### src/rtl/aes_result_fifo_if.sv
// Wishbone slave bundle for the AES result FIFO window.
// The master modport is the bus/CPU side; the slave modport is the FIFO.
`timescale 1ns/1ps
interface aes_result_fifo_if;
  logic        wbs_cyc_i;
  logic        wbs_stb_i;
  logic        wbs_we_i;
  logic [31:0] wbs_adr_i;
  logic [31:0] wbs_dat_i;
  logic        wbs_ack_o;
  logic [31:0] wbs_dat_o;

  modport master (
    output wbs_cyc_i, wbs_stb_i, wbs_we_i, wbs_adr_i, wbs_dat_i,
    input  wbs_ack_o, wbs_dat_o
  );

  modport slave (
    input  wbs_cyc_i, wbs_stb_i, wbs_we_i, wbs_adr_i, wbs_dat_i,
    output wbs_ack_o, wbs_dat_o
  );
endinterface

### src/rtl/aes_result_fifo.sv
// Result FIFO behind the AES core: queues 128-bit ciphertexts, read over Wishbone.
// Optional interrupt output and mask bit are enabled with AES_RESULT_IRQ_EN.
`timescale 1ns/1ps
module aes_result_fifo #(
  parameter logic [31:0] BASE_ADDRESS = 32'h3000_0030,
  parameter int          DEPTH        = 4,
  parameter int          CNT_W        = 5
) (
  input  logic                wb_clk_i,
  input  logic                wb_rst_n_i,
  aes_result_fifo_if.slave    wb,
  input  logic                ct_valid_i,
  input  logic [127:0]        ct_i,
  output logic                full_o
`ifdef AES_RESULT_IRQ_EN
  ,
  output logic                irq_o
`endif
);

  localparam int         PTR_W    = $clog2(DEPTH);
  localparam logic [2:0] W_STATUS = 3'd4;
  localparam logic [2:0] W_CTRL   = 3'd5;

  // Handshake: a transfer is accepted on the edge where cyc&stb are high,
  // ack is low and the address hits the window; ack then pulses for one
  // cycle with registered read data. The master must hold its request until ack.
  logic [31:0]      off;
  logic             in_window;
  logic [2:0]       word;
  logic             accept;
  logic             ctrl_wr;
  logic             pop_req;
  logic             ovf_clr;

  logic [127:0]     mem [DEPTH];
  logic [PTR_W-1:0] rd_ptr_q;
  logic [PTR_W-1:0] wr_ptr_q;
  logic [CNT_W-1:0] count_q;
  logic [CNT_W-1:0] count_nxt;
  logic             ovf_q;
  logic             ovf_nxt;
  logic             ovf_set;
  logic             full_q;
  logic             empty;
  logic             do_push;
  logic             do_pop;

  logic             ack_q;
  logic [31:0]      dat_q;
  logic [31:0]      rdata;
  logic [31:0]      status;
  logic [127:0]     head;
  logic             unused_dat;

  assign off       = wb.wbs_adr_i - BASE_ADDRESS;
  assign in_window = (off < 32'd24);
  assign word      = off[4:2];
  assign accept    = wb.wbs_cyc_i & wb.wbs_stb_i & ~ack_q & in_window;
  assign ctrl_wr   = accept & wb.wbs_we_i & (word == W_CTRL);
  assign pop_req   = ctrl_wr & wb.wbs_dat_i[0];
  assign ovf_clr   = ctrl_wr & wb.wbs_dat_i[1];
  assign unused_dat = ^wb.wbs_dat_i[31:2];

  assign empty     = (count_q == '0);
  // A pop on the same edge frees the slot, so a push into a full FIFO is kept.
  assign do_pop    = pop_req & ~empty;
  assign do_push   = ct_valid_i & (~full_q | do_pop);
  assign ovf_set   = ct_valid_i & full_q & ~do_pop;
  assign ovf_nxt   = ovf_set | (ovf_q & ~ovf_clr);
  assign count_nxt = count_q + CNT_W'(do_push) - CNT_W'(do_pop);

  // Storage needs no reset: emptiness gates every read of it.
  always_ff @(posedge wb_clk_i) begin
    if (do_push) begin
      mem[wr_ptr_q] <= ct_i;
    end
  end

  assign head = mem[rd_ptr_q];

`ifdef AES_RESULT_IRQ_EN
  logic irq_en_q;
  logic irq_en_nxt;
  logic irq_q;

  // CTRL bit3 set means "mask off"; any CTRL write without it re-enables.
  assign irq_en_nxt = ctrl_wr ? ~wb.wbs_dat_i[3] : irq_en_q;

  always_ff @(posedge wb_clk_i or negedge wb_rst_n_i) begin
    if (!wb_rst_n_i) begin
      irq_en_q <= 1'b1;
      irq_q    <= 1'b0;
    end else begin
      irq_en_q <= irq_en_nxt;
      irq_q    <= irq_en_nxt & ((count_nxt != '0) | ovf_nxt);
    end
  end

  assign irq_o = irq_q;
`endif

  always_comb begin
    status              = '0;
    status[4 +: CNT_W]  = count_q;
`ifdef AES_RESULT_IRQ_EN
    status[3]           = irq_en_q;
`endif
    status[2]           = ovf_q;
    status[1]           = full_q;
    status[0]           = empty;
  end

  always_comb begin
    rdata = '0;
    case (word)
      3'd0:     rdata = empty ? 32'h0 : head[31:0];
      3'd1:     rdata = empty ? 32'h0 : head[63:32];
      3'd2:     rdata = empty ? 32'h0 : head[95:64];
      3'd3:     rdata = empty ? 32'h0 : head[127:96];
      W_STATUS: rdata = status;
      default:  rdata = '0;
    endcase
  end

  always_ff @(posedge wb_clk_i or negedge wb_rst_n_i) begin
    if (!wb_rst_n_i) begin
      rd_ptr_q <= '0;
      wr_ptr_q <= '0;
      count_q  <= '0;
      ovf_q    <= 1'b0;
      full_q   <= 1'b0;
    end else begin
      if (do_push) begin
        wr_ptr_q <= wr_ptr_q + PTR_W'(1);
      end
      if (do_pop) begin
        rd_ptr_q <= rd_ptr_q + PTR_W'(1);
      end
      count_q <= count_nxt;
      ovf_q   <= ovf_nxt;
      full_q  <= (count_nxt == CNT_W'(DEPTH));
    end
  end

  always_ff @(posedge wb_clk_i or negedge wb_rst_n_i) begin
    if (!wb_rst_n_i) begin
      ack_q <= 1'b0;
      dat_q <= '0;
    end else begin
      ack_q <= accept;
      dat_q <= (accept & ~wb.wbs_we_i) ? rdata : 32'h0;
    end
  end

  assign wb.wbs_ack_o = ack_q;
  assign wb.wbs_dat_o = dat_q;
  assign full_o       = full_q;

endmodule

### src/flat_wrapper.sv
// flat-port wrapper written by rule: the top's interface ports become plain ports
module aes_result_fifo_flat 
#(
  parameter logic [31:0] BASE_ADDRESS = 32'h3000_0030,
  parameter int          DEPTH        = 4,
  parameter int          CNT_W        = 5
)
  (wb_clk_i, wb_rst_n_i, ct_valid_i, ct_i, full_o, wb_wbs_cyc_i, wb_wbs_stb_i, wb_wbs_we_i, wb_wbs_adr_i, wb_wbs_dat_i, wb_wbs_ack_o, wb_wbs_dat_o);
  aes_result_fifo_if wb_i ();
  input  logic wb_clk_i;
  input  logic wb_rst_n_i;
  input  logic ct_valid_i;
  input  logic [127:0] ct_i;
  output logic full_o;
  input wire logic [$bits(wb_i.wbs_cyc_i)-1:0] wb_wbs_cyc_i;
  input wire logic [$bits(wb_i.wbs_stb_i)-1:0] wb_wbs_stb_i;
  input wire logic [$bits(wb_i.wbs_we_i)-1:0] wb_wbs_we_i;
  input wire logic [$bits(wb_i.wbs_adr_i)-1:0] wb_wbs_adr_i;
  input wire logic [$bits(wb_i.wbs_dat_i)-1:0] wb_wbs_dat_i;
  output wire logic [$bits(wb_i.wbs_ack_o)-1:0] wb_wbs_ack_o;
  output wire logic [$bits(wb_i.wbs_dat_o)-1:0] wb_wbs_dat_o;
  assign wb_i.wbs_cyc_i = wb_wbs_cyc_i;
  assign wb_i.wbs_stb_i = wb_wbs_stb_i;
  assign wb_i.wbs_we_i = wb_wbs_we_i;
  assign wb_i.wbs_adr_i = wb_wbs_adr_i;
  assign wb_i.wbs_dat_i = wb_wbs_dat_i;
  assign wb_wbs_ack_o = wb_i.wbs_ack_o;
  assign wb_wbs_dat_o = wb_i.wbs_dat_o;
  aes_result_fifo #(.BASE_ADDRESS(BASE_ADDRESS), .DEPTH(DEPTH), .CNT_W(CNT_W)) u_core (.wb_clk_i(wb_clk_i), .wb_rst_n_i(wb_rst_n_i), .wb(wb_i), .ct_valid_i(ct_valid_i), .ct_i(ct_i), .full_o(full_o));
endmodule
### config.mk
export PLATFORM = sky130hd
export DESIGN_NAME = aes_result_fifo_flat
export DESIGN_NICKNAME = d
export VERILOG_FILES = /design/src/rtl/aes_result_fifo_if.sv /design/src/rtl/aes_result_fifo.sv /design/src/flat_wrapper.sv
export SDC_FILE = /design/constraint.sdc
export NUM_CORES = 1
export LEC_CHECK = 0
export ABC_AREA = 1
export BUFFER_PORTS_ARGS = -buffer_cell sky130_fd_sc_hd__clkbuf_2
export CAP_MARGIN = 30
export CORE_AREA = 2 2 240 242
export CTS_CLUSTER_DIAMETER = 200
export DETAILED_ROUTE_END_ITERATION = 10
export DIE_AREA = 0 0 242 244
export GPL_ROUTABILITY_DRIVEN = 0
export PLACE_DENSITY = 0.68
export SETUP_SLACK_MARGIN = 0.2
export SYNTH_ARGS = -nofsm -noshare
export SYNTH_HDL_FRONTEND = slang
export SYNTH_SLANG_ARGS = --single-unit
### constraint.sdc
create_clock -name wb_clk_i -period 9.5 [get_ports wb_clk_i]
set_clock_uncertainty 0.1 [all_clocks]
set_input_delay 0.95 -clock wb_clk_i [delete_from_list [all_inputs] [get_ports wb_clk_i]]
set_output_delay 0.95 -clock wb_clk_i [all_outputs]
set_load 0.02 [all_outputs]
==> results.txt <==
----------------------------------------------------
[Synthesis]
  Leading cell types by total area after synthesis ... edfxtp_1 (69%), dfrtp_1 (4.9%), nand2_1 (4.0%)
  Cell variety after synth ... between 40 and 50
  Number of enable flip-flop cells after synthesis ... slightly above 500
  Number of warnings reported in the yosys synthesis log ... 0
  Asr flop ratio synth ... just under 8%
  Synthesized area per cell ... 13.3 µm²
  Prevailing post-synth register cell ... edfxtp_1
  Post-synthesis sequential element count ... 556
  Sequential area share after synthesis ... around three quarters
  Cell accounting for the most synthesized area ... edfxtp_1
  Synth Net Count ... 1891
  Share of the synthesized area in the top cell type ... between 60% and 70%
  Cells after synthesis ... 1680
  Post-synthesis instance area ... between 0.02 and 0.025 mm²

[Clocking]
  Number of setup buffers added after CTS ... 0
  Maximum level of the CTS H-tree ... 2
  Number of clock buffers inserted by TritonCTS ... 54
  TritonCTS clock tree ... done
  Clk slew on worst S/H paths ... roughly 0.06 ns
  Clock latency on the worst-skew pair ... around 0.60 ns
  Count of cells resized by post-cts repair ... 0
  CTS hold repair buffers ... 0
  Root buffer cell ... clkbuf_16
  Number of sinks handled by clock tree synthesis ... around 560
  Buffers from clock root to sink, at most ... 3

[Worst setup path]
  Reg-to-reg startpoint ... u_core.wb.wbs_ack_o$_DFF_PN0_
  Critical path start-end classification ... in2reg
  Worst reg2reg endpoint ... u_core.mem[3][9]$_DFFE_PP_
  CP endpoint kind ... flop
  Largest fanout on the critical path ... 56
  Data arrival time at the worst-slack endpoint ... approximately 4.8 ns
  Depth of the worst register-to-register path ... 14
  Req. time, crit path ... 9.61 ns
  Kind of start point of the critical path ... primary input
  Worst reg-to-reg setup slack ... 5.72 ns

[GRT]
  Via count of the first global-routing pass ... 14.7k
  First-pass GRT wire length ... 84500 µm
  Maximum number of pins on one net before global-route repair ... 94
  Total global routing overflow ... 0
  Initial antenna violation count ... 11
  Combined global-route utilization of all metal layers ... a little under a fifth

[Placed design]
  Post-placement cell count ... 2579
  Total of buffers placed on input and output ports ... just under 200
  HPWL after DPL ... 32800 µm
  Worst setup timing slack at the placement stage ... roughly 4.1 ns

[Final layout]
  Number of standard cells in the final layout excluding fillers ... 2687
  Fraction of layout cells with a size suffix above 1 ... 19.8%
  Net count, final ... about 2.1k
  Area growth syn-to-layout ... 16.8%
  Multi-input combinational cell area ... 0.00528 mm²
  FILL cells ... 4981
  Register area ... 0.0165 mm²

[Floorplanning]
  I/O pin count ... between 200 and 250
  Core region area ... between 0.05 and 0.06 mm²
  Area enclosed by the die boundary ... 0.0590 mm²
  Chip Height ... 244 µm
  Standard-cell rows ... just under 90
  Starting density of the core ... approximately 40%
  Width of the die ... approximately 240 µm

[Routing]
  Iter 0 DRT Violations ... 863
  Residual DRC count ... 0
  Vias after detailed routing ... roughly 14k
  Via density per instance ... between 5 and 6
  Wirelength per Cell ... about 21 µm
  Total Routed Length ... roughly 55000 µm
  Number of nets still failing antenna checks after routing ... 0
  Detailed-router iteration count before antenna repair ... 8

[Timing]
  Peak Freq ... about 220 MHz
  Max-slew headroom ... between 30% and 40%
  RSZ-0062 raised after global routing ... no
  Minimum clock period after layout ... ~4.6 ns
  Worst path setup slack after routing ... 4.86 ns
  Worst Max-Slew Pin Slew ... 1.02 ns
  Final clock period utilization by the worst path ... approximately 49%
  Final slew viol count ... 0
  Number of endpoints failing setup at the final stage ... 0
  Setup tns final ... 0 ns
  Number of hold violations in the final report ... 0

[Status]
  Status ... finished, final reports clean

[Run]
  Max-cap violations ... 0

[Pwr]
  Part of the power in registers ... 53.4%
  Net switching fraction of the power ... 25.2%
  Portion of total power attributed to combinational logic ... between 10% and 20%
  Internal power of the cells ... 0.00470 W
  Sw Pwr ... approximately 0.0016 W
  Pwr dens ... between 200 and 250 mW/mm²
  Clk network pwr share ... around 34%
  Maximum resistive drop on vdd ... about 160 µV
  Lkg Pwr ... about 9.3 nW

[Worst hold path]
  Worst hold path type ... in2async

----------------------------------------------------
-- state kept, by name (all words and copies together), names as in the netlist --
register	cells
u_core.count_q	5
u_core.full_o	1
u_core.mem	512
u_core.ovf_q	1
u_core.rd_ptr_q	2
u_core.wb.wbs_ack_o	1
u_core.wb.wbs_dat_o	32
u_core.wr_ptr_q	2
-- power groups by stage --
stage | registers (W) | clock network, W | logic (W)
after CTS | 0.00336 | 0.00218 | 0.000806
final | 0.00336 | 0.00213 | 0.000794
after global placement | 0.00339 | 0 | 0.000769
after global routing | 0.00340 | 0.00227 | 0.000885
after detailed placement | 0.00341 | 0 | 0.000801
after floorplan | 0.00348 | 0 | 0.000472
-- cell usage after synthesis (5+ instances only) --
master    number
and3_1         5
a211oi_1      37
nor2_4        28
nor2_2        12
edfxtp_1     512
ha_1          12
o21ai_0      119
buf_2         16
xor2_1         7
dfrtp_1       44
a21oi_1       68
a22oi_1        6
nand2_1      236
inv_1         83
buf_1          9
a311oi_1      21
nor2_1       168
nand4_1       25
a22o_1        45
clkbuf_1      60
o22ai_1       42
nand2_2        8
nand3b_1       6
a221oi_1      27
nand3_1       55
-- how the worst max path moves through the flow --
stage	cells past startpoint	slack [ns]	endpoint	start
floorplan	16	1.02	u_core.mem[0][0]$_DFFE_PP_	wb_wbs_adr_i[4]
global placement	16	4.21	u_core.mem[0][71]$_DFFE_PP_	wb_wbs_adr_i[4]
detailed placement	16	4.11	u_core.mem[0][71]$_DFFE_PP_	wb_wbs_adr_i[4]
CTS	16	4.73	u_core.mem[0][6]$_DFFE_PP_	wb_wbs_adr_i[4]
global route	17	4.64	u_core.mem[3][18]$_DFFE_PP_	wb_wbs_adr_i[4]
finish	17	4.86	u_core.mem[3][9]$_DFFE_PP_	wb_wbs_adr_i[4]
-- through the flow --
step / util, % / power, W / hold slack [ns] / instance area, µm²
finish: 46.6 / 0.00629 / 0.403 / 26200
floorplan: - / 0.00395 / 0.342 / 22400
global route: 46.6 / 0.00655 / 0.442 / 26200
global placement: 43.1 / 0.00416 / 0.414 / 24200
CTS: 46.5 / 0.00634 / 0.411 / 26100
detailed placement: 43.3 / 0.00421 / 0.422 / 24300
-- placed cells by master, fill, tap and decap left out, types with 3 or more instances in the layout --
cell / Yosys / final
edfxtp_1: 512 / 512
nand2_1: 236 / 236
clkbuf_2: 0 / 198
nor2_1: 168 / 160
o21ai_0: 119 / 119
inv_1: 83 / 80
a21oi_1: 68 / 68
nand3_1: 55 / 55
clkbuf_16: 0 / 55
a22o_1: 45 / 45
o22ai_1: 42 / 42
dfrtp_1: 44 / 42
a211oi_1: 37 / 37
nor2_4: 28 / 35
a221oi_1: 27 / 27
buf_4: 0 / 27
nand4_1: 25 / 25
a311oi_1: 21 / 21
clkbuf_1: 60 / 16
nor2_2: 12 / 13
ha_1: 12 / 12
clkbuf_8: 0 / 10
clkinv_2: 0 / 9
clkinv_1: 2 / 8
nand2_2: 8 / 8
xor2_1: 7 / 7
nand3b_1: 6 / 6
a22oi_1: 6 / 6
diode_2: 0 / 5
and3_1: 5 / 5
nor3_1: 4 / 4
bufinv_16: 0 / 4
inv_2: 2 / 3
buf_16: 0 / 3
-- cell type report --
class / instances / area share (%)
Tap cell: 756 / 3.61
Multi-Input combinational cell: 949 / 20.2
Clock inverter: 21 / 0.851
Inverter: 87 / 1.26
Clock buffer: 81 / 6.01
Antenna cell: 5 / 0.0478
Timing Repair Buffer: 232 / 5.09
Sequential cell: 556 / 63.0
-- cells by family (layout without fill, tap and decap cells) --
kind of cell,after synthesis,count (layout),synth area share (%)
DFF,556,556,73.5
and+or+nand+nor,555,555,11.5
AOI/OAI and AO/OA,373,373,10.7
buffers and inverters,175,421,3.16
adders and majority gates,13,13,0.759
xor gates and xnor gates,8,8,0.313
other,0,5,0
-- metal layers --
layer,global-route usage (%),part of all wire (%),up-vias
li1,-,-,6610
met1,24.0,42,6994
met2,30.9,48,470
met3,3.90,6.5,118
met4,7.23,3.0,12
met5,0,0.13,-
-- worst max-delay path, stage by stage --
cell and delay [ns]:
clkbuf_2 0.21, clkinv_1 0.33, ha_1 0.41, inv_1 0.06
nand4_1 0.09, nand3b_1 0.18, nor2_1 0.10, nand3_1 0.09
nor2_1 0.13, nand2_1 0.10, nor2_1 0.11, nand3_1 0.17
nand2_2 0.15, nand2_2 0.18, nor2_4 0.13, buf_4 0.46
buf_4 0.75
No activity file was read; power rests on OpenSTA's default activity.
